<file path="config.mk">
export PLATFORM = sky130hd
export DESIGN_NAME = stim_sequencer
export DESIGN_NICKNAME = d
export VERILOG_FILES = /design/src/rtl/stim_sequencer.sv
export SDC_FILE = /design/constraint.sdc
export NUM_CORES = 1
export LEC_CHECK = 0
export ABC_AREA = 0
export CORE_ASPECT_RATIO = 1.1
export CORE_UTILIZATION = 54
export CTS_CLUSTER_DIAMETER = 80
export DETAILED_ROUTE_END_ITERATION = 8
export PLACE_DENSITY_LB_ADDON = 0.05
export SYNTH_ARGS = -nofsm -noshare
export SYNTH_HDL_FRONTEND = slang
export SYNTH_SLANG_ARGS = --single-unit
</file>
<file path="constraint.sdc">
create_clock -name clk -period 2.35 [get_ports clk]
set_input_delay 0.47 -clock clk [delete_from_list [all_inputs] [get_ports clk]]
set_output_delay 0.47 -clock clk [all_outputs]
set_load 0.1 [all_outputs]
</file>
<file path="src/rtl/stim_sequencer.sv">
// stim_sequencer: replays a loadable table of {x,y,z} vectors, one per HOLD cycles, with start/stop/loop control
module stim_sequencer #(
  parameter int DEPTH = 16,
  parameter int AW = 4,
  parameter int HOLD = 1
) (
  input  logic          clk,
  input  logic          rst,
  input  logic          wr_en,
  input  logic [AW-1:0] wr_addr,
  input  logic [14:0]   wr_data,
  input  logic [AW:0]   num_vec,
  input  logic          loop,
  input  logic          start,
  input  logic          stop,
  output logic          x,
  output logic [7:0]    y,
  output logic [0:5]    z,
  output logic          vec_valid,
  output logic [AW-1:0] vec_idx,
  output logic          busy,
  output logic          done
);
  localparam int CW = HOLD > 1 ? $clog2(HOLD) : 1;
  localparam logic [CW-1:0] HL = CW'(HOLD - 1);
  typedef enum logic [1:0] {IDLE, RUN, DONE} state_t;
  state_t state;
  logic [14:0] mem [DEPTH];
  logic [CW-1:0] cnt;
  logic [AW:0] n;
  logic [AW:0] nv;
  logic loop_r;
  logic last_idx;
  assign nv = num_vec > (AW+1)'(DEPTH) ? (AW+1)'(DEPTH) : num_vec;
  assign last_idx = {1'b0, vec_idx} == n - 1'b1;
  always_ff @(posedge clk)
    if (wr_en) mem[wr_addr] <= wr_data;
  always_ff @(posedge clk) begin
    if (rst) begin
      state <= IDLE;
      {x, y, z} <= '0;
      vec_idx <= '0;
      vec_valid <= 1'b0;
      busy <= 1'b0;
      done <= 1'b0;
      cnt <= '0;
      n <= '0;
      loop_r <= 1'b0;
    end else begin
      done <= 1'b0;
      case (state)
        IDLE: if (start) begin
          if (nv != '0) begin
            state <= RUN;
            n <= nv;
            loop_r <= loop;
            cnt <= '0;
            vec_idx <= '0;
            {x, y, z} <= mem[0];
            vec_valid <= 1'b1;
            busy <= 1'b1;
          end else begin
            state <= DONE;
            done <= 1'b1;
          end
        end
        RUN: if (stop) begin
          state <= IDLE;
          vec_valid <= 1'b0;
          busy <= 1'b0;
        end else if (cnt != HL) begin
          cnt <= cnt + 1'b1;
        end else begin
          cnt <= '0;
          if (!last_idx) begin
            vec_idx <= vec_idx + 1'b1;
            {x, y, z} <= mem[vec_idx + 1'b1];
          end else if (loop_r) begin
            vec_idx <= '0;
            {x, y, z} <= mem[0];
          end else begin
            state <= DONE;
            done <= 1'b1;
            vec_valid <= 1'b0;
            busy <= 1'b0;
          end
        end
        default: state <= IDLE;
      endcase
    end
  end
endmodule

</file>
==> impl_metrics.tcl <==
set metrics [dict create \
    status "finished, final reports clean" \
    ys_warn_count 0 \
    finClkSkew_ns 0.01123 \
    hp-class "flop to flop" \
    synth_compound_area_share_pct 6.339 \
    final_util_pct 66.93 \
    wl_met2_um 10370 \
    dp_hpwl_um 13470 \
    power.total_mw 10.53 \
    insertedDiodeCount 0 \
    wl_met3_um 1321 \
    crit_type "flop to flop" \
    antenna_found_initial 0 \
    finalSetupViolCount 0 \
    timing.final.crit_share_pct 96.38 \
    slew_viol_final 0 \
    grt_setup_unrepaired "no" \
    ys_ff_latch 269 \
    cts_buffers 27 \
    synthAdderAreaFrac_pct 0.2326 \
    synth-simple-area-share_pct 3.687 \
    layout-drive-gt1-share_pct 30.19 \
    top_layer "met4" \
    syn-instance-count 565 \
    worstMarginPinSlew_ns 0.6188 \
    cpPeakStageDelay_ns 0.36 \
    path_max_fanout 16 \
    dpl_cell_area_sq_um 12000 \
    hold_slack_ns 0.4676 \
    finalHoldViolations 0 \
    start_kind "flop" \
    drv_cap 0 \
    wl_met1_um 9635 \
    regToRegSetupSlack_ns 0.09 \
    p_leak_nw 4.285 \
    synth_xor_area_share_pct 0.6398 \
    cts_tree "yes" \
    critPathArrivalTime_ns 2.70 \
    power.density_nw_per_um2 815.7 \
    die_h_um 150.0 \
    drt-pass1-iter-count 4 \
    vias 5709 \
    timing.rr.start "n[0]" \
    die_x_um 136.6 \
    boundaryPins 52 \
    nets 691 \
    grt_overflow 0 \
    synth_top_family_by_area "multiplexers" \
    cts_max_level 1 \
    whs_endpoint "z[0]" \
    cp_slowest_cell "dfxtp_2" \
    grtUsageTotal_pct 22.46 \
    syn_area_sq_um 10760 \
    wl_um 21820 \
    critPathCaptureType "flop" \
    finalCriticalPeriod_ns 2.265 \
    min-delay-start "z[0]" \
    clock_latency_ns 0.53 \
    rr_endpoint "x" \
    route.detailed.drc 0 \
    grt_pass1_vias 5908 \
    cts-root-buf "clkbuf_16" \
    gp_congestion 0.8024 \
    final_common_cell "edfxtp_1" \
    rows 53 \
    grt_max_degree 39 \
    ys_types 40 \
    cts.clk_slew.worst_paths_ns 0.06 \
    rr_worst_depth 9 \
    wl_per_cell_um 23.56 \
    syn_area_per_cell_sq_um 19.04 \
    crit_required_ns 2.78 \
    num-fill-cells 1279 \
    syn-num-nets 597 \
    dr.first_iter.drc_count 416 \
    final_area_sq_um 12910 \
    crit_chain "inv_1, ha_1, xor2_1, o32ai_1, o2111a_2, a211o_1, and2_1, buf_12, a221oi_1" \
    core-area_sq_um 19300 \
    io_buffers 51 \
    fmax_mhz 441.5 \
    cts_setup_buffers 0 \
    holdPathStages 2 \
    dieArea_sq_um 20490 \
    yosysSeqAreaShare_pct 72.40 \
    grt_pass1_wl_um 33510 \
    setup_tns_ns 0 \
    final_cell_mix "240 x edfxtp_1, 60 x mux4_2, 54 x buf_4, 29 x clkdlybuf4s50_1, 27 x clkbuf_16" \
    clk_path_buf_depth 3 \
    start_util_pct 55.74 \
    drt-vias-per-instance 6.165 \
    synthToLayoutAreaGrowth_pct 20.07 \
    vdd_drop_max_mv 0.6433 \
    max_slew_margin_pct 58.62 \
    yosys-mux-area-fraction_pct 14.14 \
    cts_sinks 269 \
    ant_nets 0 \
]
## cell families after synthesis
logic type | after synthesis
AOI/OAI and AO/OA | 79
xor gates and xnor gates | 7
adders and majority gates | 2
buffers and inverters | 57
DFF | 269
muxes | 77
and+or+nand+nor | 74
## metal layers
layer / global-route usage (%) / up-vias
li1: - / 2519
met4: 7.167 / 0
met1: 32.52 / 2957
met2: 35.56 / 198
met5: 0 / -
met3: 3.083 / 35
## area by class of cell
cell class / instances / area, sq um / share of cell area, %
inverter: 20 / 75.07 / 0.5813
sequential: 269 / 7802 / 60.41
timing repair buffer: 102 / 1076 / 8.332
multi-input combinational: 239 / 2755 / 21.33
clock inverter: 21 / 217.7 / 1.686
tap: 247 / 309.0 / 2.393
clock buffer: 28 / 679.4 / 5.261
## worst max path at each step
stage	startpoint	to	slack (ns)	cells after the start
2_1_floorplan	vec_idx[1]	x	0.02	8
3_3_place_gp	num_vec[1]	z[0]	0.03	7
3_5_place_dp	num_vec[1]	z[2]	0.004	7
4_1_cts	n[0]	z[2]	0.01	9
5_1_grt	n[0]	vec_idx[3]	0.007	9
6_report	n[0]	x	0.09	9
## report_power, final
part | total, mW | internal, mW | switching (mW)
sequential | 5.38 | 5.33 | 0.0496
combinational | 0.873 | 0.323 | 0.549
clock | 4.29 | 2.54 | 1.74
total | 10.5 | 8.19 | 2.34
## registers in the layout, indices dropped and copies added (netlist names)
| name | flops |
|---|---|
| mem | 240 |
| loop_r | 1 |
| x | 1 |
| z | 6 |
| vec_idx | 4 |
| y | 8 |
| n | 5 |
| busy | 1 |
| done | 1 |
| state | 2 |
## critical path: cells and delay by family, from the launching register on
family	cells	cell delay [ns]
buffers and inverters	2	0.21
adders and majority gates	1	0.24
xor gates and xnor gates	1	0.14
DFF	1	0.36
and+or+nand+nor	1	0.19
AOI/OAI and AO/OA	4	1.01
## through the flow
step / setup WS (ns) / cells
final: 0.08508 / 926
after global routing: 0.007381 / 926
after CTS: 0.01164 / 926
after detailed placement: 0.004225 / 877
after global placement: 0.02673 / 877
after floorplan: 0.02084 / 565
## synth_stat cells
cell / n / share of area (%)
edfxtp_1: 240 / 67
o21a_1: 1 / 0.070
xor2_2: 1 / 0.15
nor2b_1: 14 / 0.81
nor4_1: 1 / 0.058
xnor2_1: 2 / 0.16
mux4_2: 60 / 13
a21oi_1: 7 / 0.33
a211oi_1: 17 / 1.2
ha_1: 2 / 0.23
buf_6: 2 / 0.21
xor2_1: 4 / 0.33
or4_1: 1 / 0.070
mux2i_1: 17 / 1.6
nand2_1: 4 / 0.14
a221oi_2: 10 / 1.4
a31oi_1: 1 / 0.058
nor2_1: 25 / 0.87
and2b_1: 1 / 0.070
nand2b_1: 4 / 0.23
clkbuf_1: 16 / 0.56
dfxtp_1: 29 / 5.4
nand3b_1: 5 / 0.35
nand3_1: 5 / 0.23
nand4b_1: 2 / 0.16
and2_1: 2 / 0.12
or3b_2: 1 / 0.081
inv_1: 20 / 0.70
or2_2: 1 / 0.058
a221oi_1: 5 / 0.41
or2_1: 1 / 0.058
o32ai_1: 1 / 0.081
a211o_1: 18 / 1.5
a22oi_1: 17 / 1.2
o2111a_1: 1 / 0.10
nor3b_1: 2 / 0.14
nor3_1: 5 / 0.23
o22ai_1: 1 / 0.058
buf_2: 10 / 0.47
buf_4: 9 / 0.63
## what timing repair did
| action | CTS | global route |
|---|---|---|
| endpoints found under the setup margin | 0 | 17 |
| hold buffers | 0 | 0 |
| resized for setup | 0 | 6 |
Power figures use the tool's default switching activity.
